## src/rtl/io_pkg.sv

```systemverilog
// io_pkg: register map, debounce default and 7-segment glyphs shared by the I/O responder.
package io_pkg;
  localparam logic [31:0] ADDR_HEX = 32'hF000_0000;
  localparam logic [31:0] ADDR_LEDR = 32'hF000_0004;
  localparam logic [31:0] ADDR_LEDG = 32'hF000_0008;
  localparam logic [31:0] ADDR_KEY = 32'hF000_0010;
  localparam logic [31:0] ADDR_SW = 32'hF000_0014;
  localparam logic [31:0] ADDR_KEYEDGE = 32'hF000_0018;
  localparam int unsigned DEBOUNCE_DEFAULT = 500000;
  // Active-low segments, bit order g..a, digits 0-F.
  localparam logic [6:0] SEG7 [16] = '{
    7'h40, 7'h79, 7'h24, 7'h30, 7'h19, 7'h12, 7'h02, 7'h78,
    7'h00, 7'h10, 7'h08, 7'h03, 7'h46, 7'h21, 7'h06, 7'h0E
  };
endpackage

```

## src/rtl/seven_seg_decoder.sv

```systemverilog
// seven_seg_decoder: one hex nibble to active-low 7-segment pattern.
module seven_seg_decoder
  import io_pkg::*;
(
  input  logic [3:0] nib_i,
  output logic [6:0] seg_o
);
  assign seg_o = SEG7[nib_i];
endmodule

```

## src/rtl/io_responder.sv

```systemverilog
// io_responder: memory-mapped KEY/SW/LEDR/LEDG/HEX responder with synchronised,
// debounced inputs and a sticky write-1-to-clear key-press register.
module io_responder
  import io_pkg::*;
#(
  parameter int unsigned DBITS = 32,
  parameter int unsigned DEBOUNCE_CYCLES = DEBOUNCE_DEFAULT,
  parameter int unsigned CNT_BITS = 20
) (
  input  logic             clk,
  input  logic             reset,
  input  logic [DBITS-1:0] addr,
  input  logic             wrEn,
  input  logic [DBITS-1:0] wrData,
  output logic [DBITS-1:0] rdData,
  output logic             sel,
  input  logic [9:0]       SW,
  input  logic [3:0]       KEY,
  output logic [9:0]       LEDR,
  output logic [7:0]       LEDG,
  output logic [6:0]       HEX0,
  output logic [6:0]       HEX1,
  output logic [6:0]       HEX2,
  output logic [6:0]       HEX3
);
  localparam logic [CNT_BITS-1:0] DB_LAST = CNT_BITS'(DEBOUNCE_CYCLES - 1);

  // Bits [3:0] are keys (inverted so 1 = pressed), bits [13:4] are switches.
  logic [13:0] raw, s1_q, s2_q, stable_q, stable_d;
  logic [13:0][CNT_BITS-1:0] cnt_q, cnt_d;
  logic [15:0] hex_q, hex_d;
  logic [9:0] ledr_q, ledr_d;
  logic [7:0] ledg_q, ledg_d;
  logic [3:0] kedge_q, kedge_d;
  logic hit_hex, hit_ledr, hit_ledg, hit_key, hit_sw, hit_edge;
  logic unused_wr_hi;

  assign raw = {SW, ~KEY};

  genvar i;
  generate
    for (i = 0; i < 14; i++) begin : g_db
      assign cnt_d[i] = (s2_q[i] == stable_q[i] || cnt_q[i] == DB_LAST) ? '0 : cnt_q[i] + 1'b1;
      assign stable_d[i] = (s2_q[i] != stable_q[i] && cnt_q[i] == DB_LAST) ? s2_q[i] : stable_q[i];
    end
  endgenerate

  assign hit_hex = addr == DBITS'(ADDR_HEX);
  assign hit_ledr = addr == DBITS'(ADDR_LEDR);
  assign hit_ledg = addr == DBITS'(ADDR_LEDG);
  assign hit_key = addr == DBITS'(ADDR_KEY);
  assign hit_sw = addr == DBITS'(ADDR_SW);
  assign hit_edge = addr == DBITS'(ADDR_KEYEDGE);
  assign sel = |{hit_hex, hit_ledr, hit_ledg, hit_key, hit_sw, hit_edge};
  assign unused_wr_hi = ^wrData[DBITS-1:16];

  always_comb begin
    hex_d = (wrEn && hit_hex) ? wrData[15:0] : hex_q;
    ledr_d = (wrEn && hit_ledr) ? wrData[9:0] : ledr_q;
    ledg_d = (wrEn && hit_ledg) ? wrData[7:0] : ledg_q;
    // A press landing in the same cycle as a clear survives.
    kedge_d = (kedge_q & ~((wrEn && hit_edge) ? wrData[3:0] : 4'h0)) | (stable_d[3:0] & ~stable_q[3:0]);
    rdData = hit_hex  ? DBITS'(hex_q) :
             hit_ledr ? DBITS'(ledr_q) :
             hit_ledg ? DBITS'(ledg_q) :
             hit_key  ? DBITS'(stable_q[3:0]) :
             hit_sw   ? DBITS'(stable_q[13:4]) :
             hit_edge ? DBITS'(kedge_q) : '0;
  end

  always_ff @(posedge clk or negedge reset) begin
    if (!reset) begin
      s1_q <= '0;
      s2_q <= '0;
      stable_q <= '0;
      cnt_q <= '0;
      hex_q <= '0;
      ledr_q <= '0;
      ledg_q <= '0;
      kedge_q <= '0;
    end else begin
      s1_q <= raw;
      s2_q <= s1_q;
      stable_q <= stable_d;
      cnt_q <= cnt_d;
      hex_q <= hex_d;
      ledr_q <= ledr_d;
      ledg_q <= ledg_d;
      kedge_q <= kedge_d;
    end
  end

  assign LEDR = ledr_q;
  assign LEDG = ledg_q;

  seven_seg_decoder u_hex0 (.nib_i(hex_q[3:0]), .seg_o(HEX0));
  seven_seg_decoder u_hex1 (.nib_i(hex_q[7:4]), .seg_o(HEX1));
  seven_seg_decoder u_hex2 (.nib_i(hex_q[11:8]), .seg_o(HEX2));
  seven_seg_decoder u_hex3 (.nib_i(hex_q[15:12]), .seg_o(HEX3));
endmodule

```

## config.mk

```make
export PLATFORM = sky130hd
export DESIGN_NAME = io_responder
export DESIGN_NICKNAME = d
export VERILOG_FILES = /design/src/rtl/io_pkg.sv /design/src/rtl/seven_seg_decoder.sv /design/src/rtl/io_responder.sv
export SDC_FILE = /design/constraint.sdc
export NUM_CORES = 1
export LEC_CHECK = 0
export ABC_AREA = 1
export BUFFER_PORTS_ARGS = -buffer_cell sky130_fd_sc_hd__buf_2
export CAP_MARGIN = 20
export CORE_ASPECT_RATIO = 0.8
export CORE_MARGIN = 4
export CORE_UTILIZATION = 45
export CTS_CLUSTER_DIAMETER = 40
export DETAILED_ROUTE_END_ITERATION = 8
export GPL_ROUTABILITY_DRIVEN = 0
export PLACE_DENSITY = 0.76
export SETUP_SLACK_MARGIN = 0.2
export SLEW_MARGIN = 5
export SYNTH_ARGS = -nofsm -noshare
export SYNTH_HDL_FRONTEND = slang
export SYNTH_SLANG_ARGS = --single-unit
```

## constraint.sdc

```tcl
create_clock -name clk -period 1.93 [get_ports clk]
set_clock_uncertainty 0.15 [all_clocks]
set_input_delay 0.2895 -clock clk [delete_from_list [all_inputs] [get_ports clk]]
set_output_delay 0.2895 -clock clk [all_outputs]
set_load 0.1 [all_outputs]
```

==> impl_metrics.csv <==
group,metric,value,unit
setup_path,crit_path_max_incr_delay,0.21,ns
floorplanning,num_rows,67,
route,drtPass1Iterations,8,
place,numPlacedInstances,3108,
power,pwr-share-seq,42.8,%
timing,rsz0062_at_grt,"yes",
setup_path,cp-endpoint,"rdData[1]",
finish,area_growth,53.2,%
clock_network,cts_tree,"yes",
route,drtAntennaViolNets,0,
floorplanning,dieArea,46400,um^2
finish,stdcell_count,3457,
power,p_leak,13.0,nW
worst_hold_path,min_path_type,"input port to asynchronous set/reset pin",
setup_path,timing.rr.start,"cnt_q[221]$_DFF_PN0_",
timing,worstMarginPinSlew,0.596,ns
setup_path,setup.worst_path.start_class,"input port",
timing,relSlewSlack,60.1,%
logic_synthesis,syn_inst,2389,
setup_path,reg2reg_to,"cnt_q[238]$_DFF_PN0_",
setup_path,cp-startpoint,"addr[13]",
place,dp_hpwl,34000,um
global_routing,grt_pass1_wl,87200,um
route,vias,20000,
timing,setup_ws,-0.591,ns
route,wl,67600,um
setup_path,arrival,2.08,ns
route,drc_errors,0,
setup_path,cp_max_fo,4,
setup_path,cp_slowest_cell,"nor2_8",
finish,nets,2984,
power,power.internal,13.6,mW
logic_synthesis,postSynthAreaPerCell,8.10,um^2
power,comb_power_share,6.3,%
setup_path,path_class,"input port to primary output",
logic_synthesis,yosysUniqueCellTypes,52,
logic_synthesis,synth_top_cell_by_area,"dfrtp_1",
timing,maxSlewViolCount,0,
floorplanning,core,42200,um^2
floorplanning,dieHeight,193,um
logic_synthesis,mappedNetlistArea,19400,um^2
floorplanning,die_x,240,um
logic_synthesis,synth_seq_area_share,46.6,%
setup_path,crit_buf_inv,5,
setup_path,path_cells,"buf_2, nor2_4, nand2_1, nor2_2, nand2_2, nor2_8, buf_12, buf_8, nand2_4, o21ai_1, inv_1, nand2_2, nand2_8, buf_12",
power,power.share.clock,50.9,%
place,port-buffer-count,127,
global_routing,overflow,0,
clock_network,worstSkewPairLatency,0.58,ns
power,power,18.1,mW
setup_path,ff2ff_path_depth,10,
finish,final_common_cell,"nand2_1",
power,peakVddDrop,666,uV
power,p_switching,4.53,mW
global_routing,grt_pass1_vias,18100,
setup_path,required,1.49,ns
global_routing,antenna_found_initial,2,
logic_synthesis,synth.area.top_cells,"dfrtp_1 (47%), nand2_1 (9.0%), nor2_1 (6.8%), inv_1 (5.7%), nand3_1 (3.5%)",
logic_synthesis,synth-warning-count,0,
global_routing,grt_max_degree,73,
clock_network,clock_path_buffers,3,
timing,finalCritPeriodShare,131,%
logic_synthesis,synth_top_area_share,46.6,%
route,drtIter0Drc,2040,
finish,final_layout_size_suffix_gt1_share,41.1,%
timing,period_needed,2.52,ns
run,maxCapViolations,0,
clock_network,h-tree-depth,2,
clock_network,clockRootBuffer,"clkbuf_16",
power,sw_frac_of_total,25.0,%
setup_path,critPathCaptureType,"primary output",
power,powerDensity,611,nW/um^2
timing,clock.fmax,0.397,GHz
floorplanning,io_pins,160,
logic_synthesis,ys_seq_elements,360,
clock_network,clock-sinks,360,
global_routing,track_usage,22.1,%
run_status,status,"finished, violations left",
timing,setup_viol,48,
setup_path,cp_top_family,"simple AND/OR/NAND/NOR gates",
route,wire_per_inst,19.6,um
finish,utilization,70.3,%
clock_network,clkTransAtPathRegs,0.07,ns
clock_network,cts_buffers,46,
timing,hold_slack,0.0461,ns
route,avgViaCountPerCell,5.78,
run_status,violations,"negative setup slack",
floorplanning,initial_utilization,45.9,%
setup_path,worstSetupPathDepth,14,
finish,final_cell_mix,"nand2_1 (351), dfrtp_1 (322), nor2_1 (257), inv_1 (240), buf_4 (216)",
setup_path,reg2reg_slack,-0.10,ns
timing,final-hold-violation-count,0,
==> sequential cells by signal, summed over array words and instances, names as in the netlist <==
register / flops
cnt_q: 280
hex_q: 16
s1_q: 14
s2_q: 14
stable_q: 14
LEDR: 10
LEDG: 8
kedge_q: 4
==> metrics by stage <==
stage / instance area, um^2 / TNS, ns / setup slack (ns)
finish: 29700 / -18.96 / -0.591
global route: 29700 / -21.14 / -0.636
CTS: 26600 / -15.27 / -0.432
detailed placement: 22700 / -8.03 / -0.399
global placement: 22700 / -6.39 / -0.356
floorplan: 20300 / -3.14 / -0.310
==> power by group through the flow <==
stage	combinational [mW]	sequential [mW]	clock, mW
2_1_floorplan	0.414	7.85	0
5_1_grt	1.22	7.76	9.65
3_3_place_gp	0.763	7.85	0
4_1_cts	0.927	7.72	9.20
3_5_place_dp	0.785	7.85	0
6_report	1.14	7.76	9.24
==> cells by family (layout without fill, tap and decap cells) <==
family,after synthesis,in the layout,synth area share (%)
muxes,3,3,0.175
AOI/OAI and AO/OA,215,215,6.45
other,1,19,0.0194
DFF,360,360,46.6
xor gates and xnor gates,97,97,4.39
buffers and inverters,355,850,7.55
adders and majority gates,38,38,2.46
and+or+nand+nor,1320,1323,32.4
==> worst register-to-register path, stage by stage, from the launching register on <==
cell and delay (ns):
dfrtp_1 0.40, ha_2 0.22, nand2_2 0.08, nor2_4 0.13, nand2_4 0.09, nor2_4 0.10
nand4_1 0.15, nor2_2 0.20, nand2_1 0.12, nand2_1 0.08, nor3b_2 0.20
==> how the worst min path moves through the flow <==
stage / startpoint / to / slack, ns / depth (start not counted)
floorplan: reset / LEDG[0]$_DFFE_PN0P_ / -0.16 / 0
global placement: reset / cnt_q[265]$_DFF_PN0_ / 0.05 / 1
detailed placement: reset / cnt_q[265]$_DFF_PN0_ / 0.05 / 1
CTS: reset / hex_q[7]$_DFFE_PN0P_ / 0.05 / 2
global route: reset / hex_q[5]$_DFFE_PN0P_ / 0.08 / 2
finish: reset / hex_q[5]$_DFFE_PN0P_ / 0.05 / 2
==> cells in the mapped netlist (all sizes together) <==
| library cell | instances |
|---|---|
| o21a | 5 |
| o31ai | 6 |
| nand3 | 138 |
| mux2 | 3 |
| a21boi | 1 |
| nand2b | 1 |
| nor4 | 58 |
| buf | 48 |
| or2 | 9 |
| o311ai | 1 |
| o21ai | 101 |
| and3 | 5 |
| xnor2 | 28 |
| clkbuf | 10 |
| nor3 | 95 |
| conb | 1 |
| o21bai | 9 |
| dfrtp | 360 |
| o211ai | 1 |
| nor2 | 391 |
| a21oi | 69 |
| ha | 38 |
| o32a | 1 |
| a211oi | 6 |
| nand2 | 480 |
| nand3b | 2 |
| a41oi | 1 |
| nand4 | 58 |
| nor3b | 83 |
| xor2 | 69 |
| clkinv | 2 |
| a31oi | 14 |
| inv | 295 |
==> metal layers <==
layer  share of wire, %  vias to the layer above  global-route usage, %
met5                  0                        -                      0
met4                6.3                        0                   9.25
met1                 36                     9667                   28.3
li1                   -                     8723                      -
met3                7.7                      392                   3.84
met2                 50                     1189                   37.3
==> repair_timing <==
| action | CTS | global route |
|---|---|---|
| cloned | 6 | 9 |
| endpoints found under the setup margin | 245 | 327 |
| pin swaps | 136 | 217 |
| buffers inserted | 94 | 120 |
| hold endpoints to repair | 405 | 0 |
| hold buffers | 32 | 0 |
| resized for setup | 287 | 503 |
==> layout make-up <==
type | instances | area (um^2)
flip-flops and latches | 360 | 9060
fillers | 2578 | 12500
repair buffers | 467 | 4770
inverters | 297 | 1210
diodes | 3 | 7.51
clock inverters | 30 | 412
multi-input cells | 1692 | 12300
clock buffers | 55 | 1200
repair inverters | 1 | 5.00
well taps | 552 | 691
No activity file was read; power rests on OpenSTA's default activity.
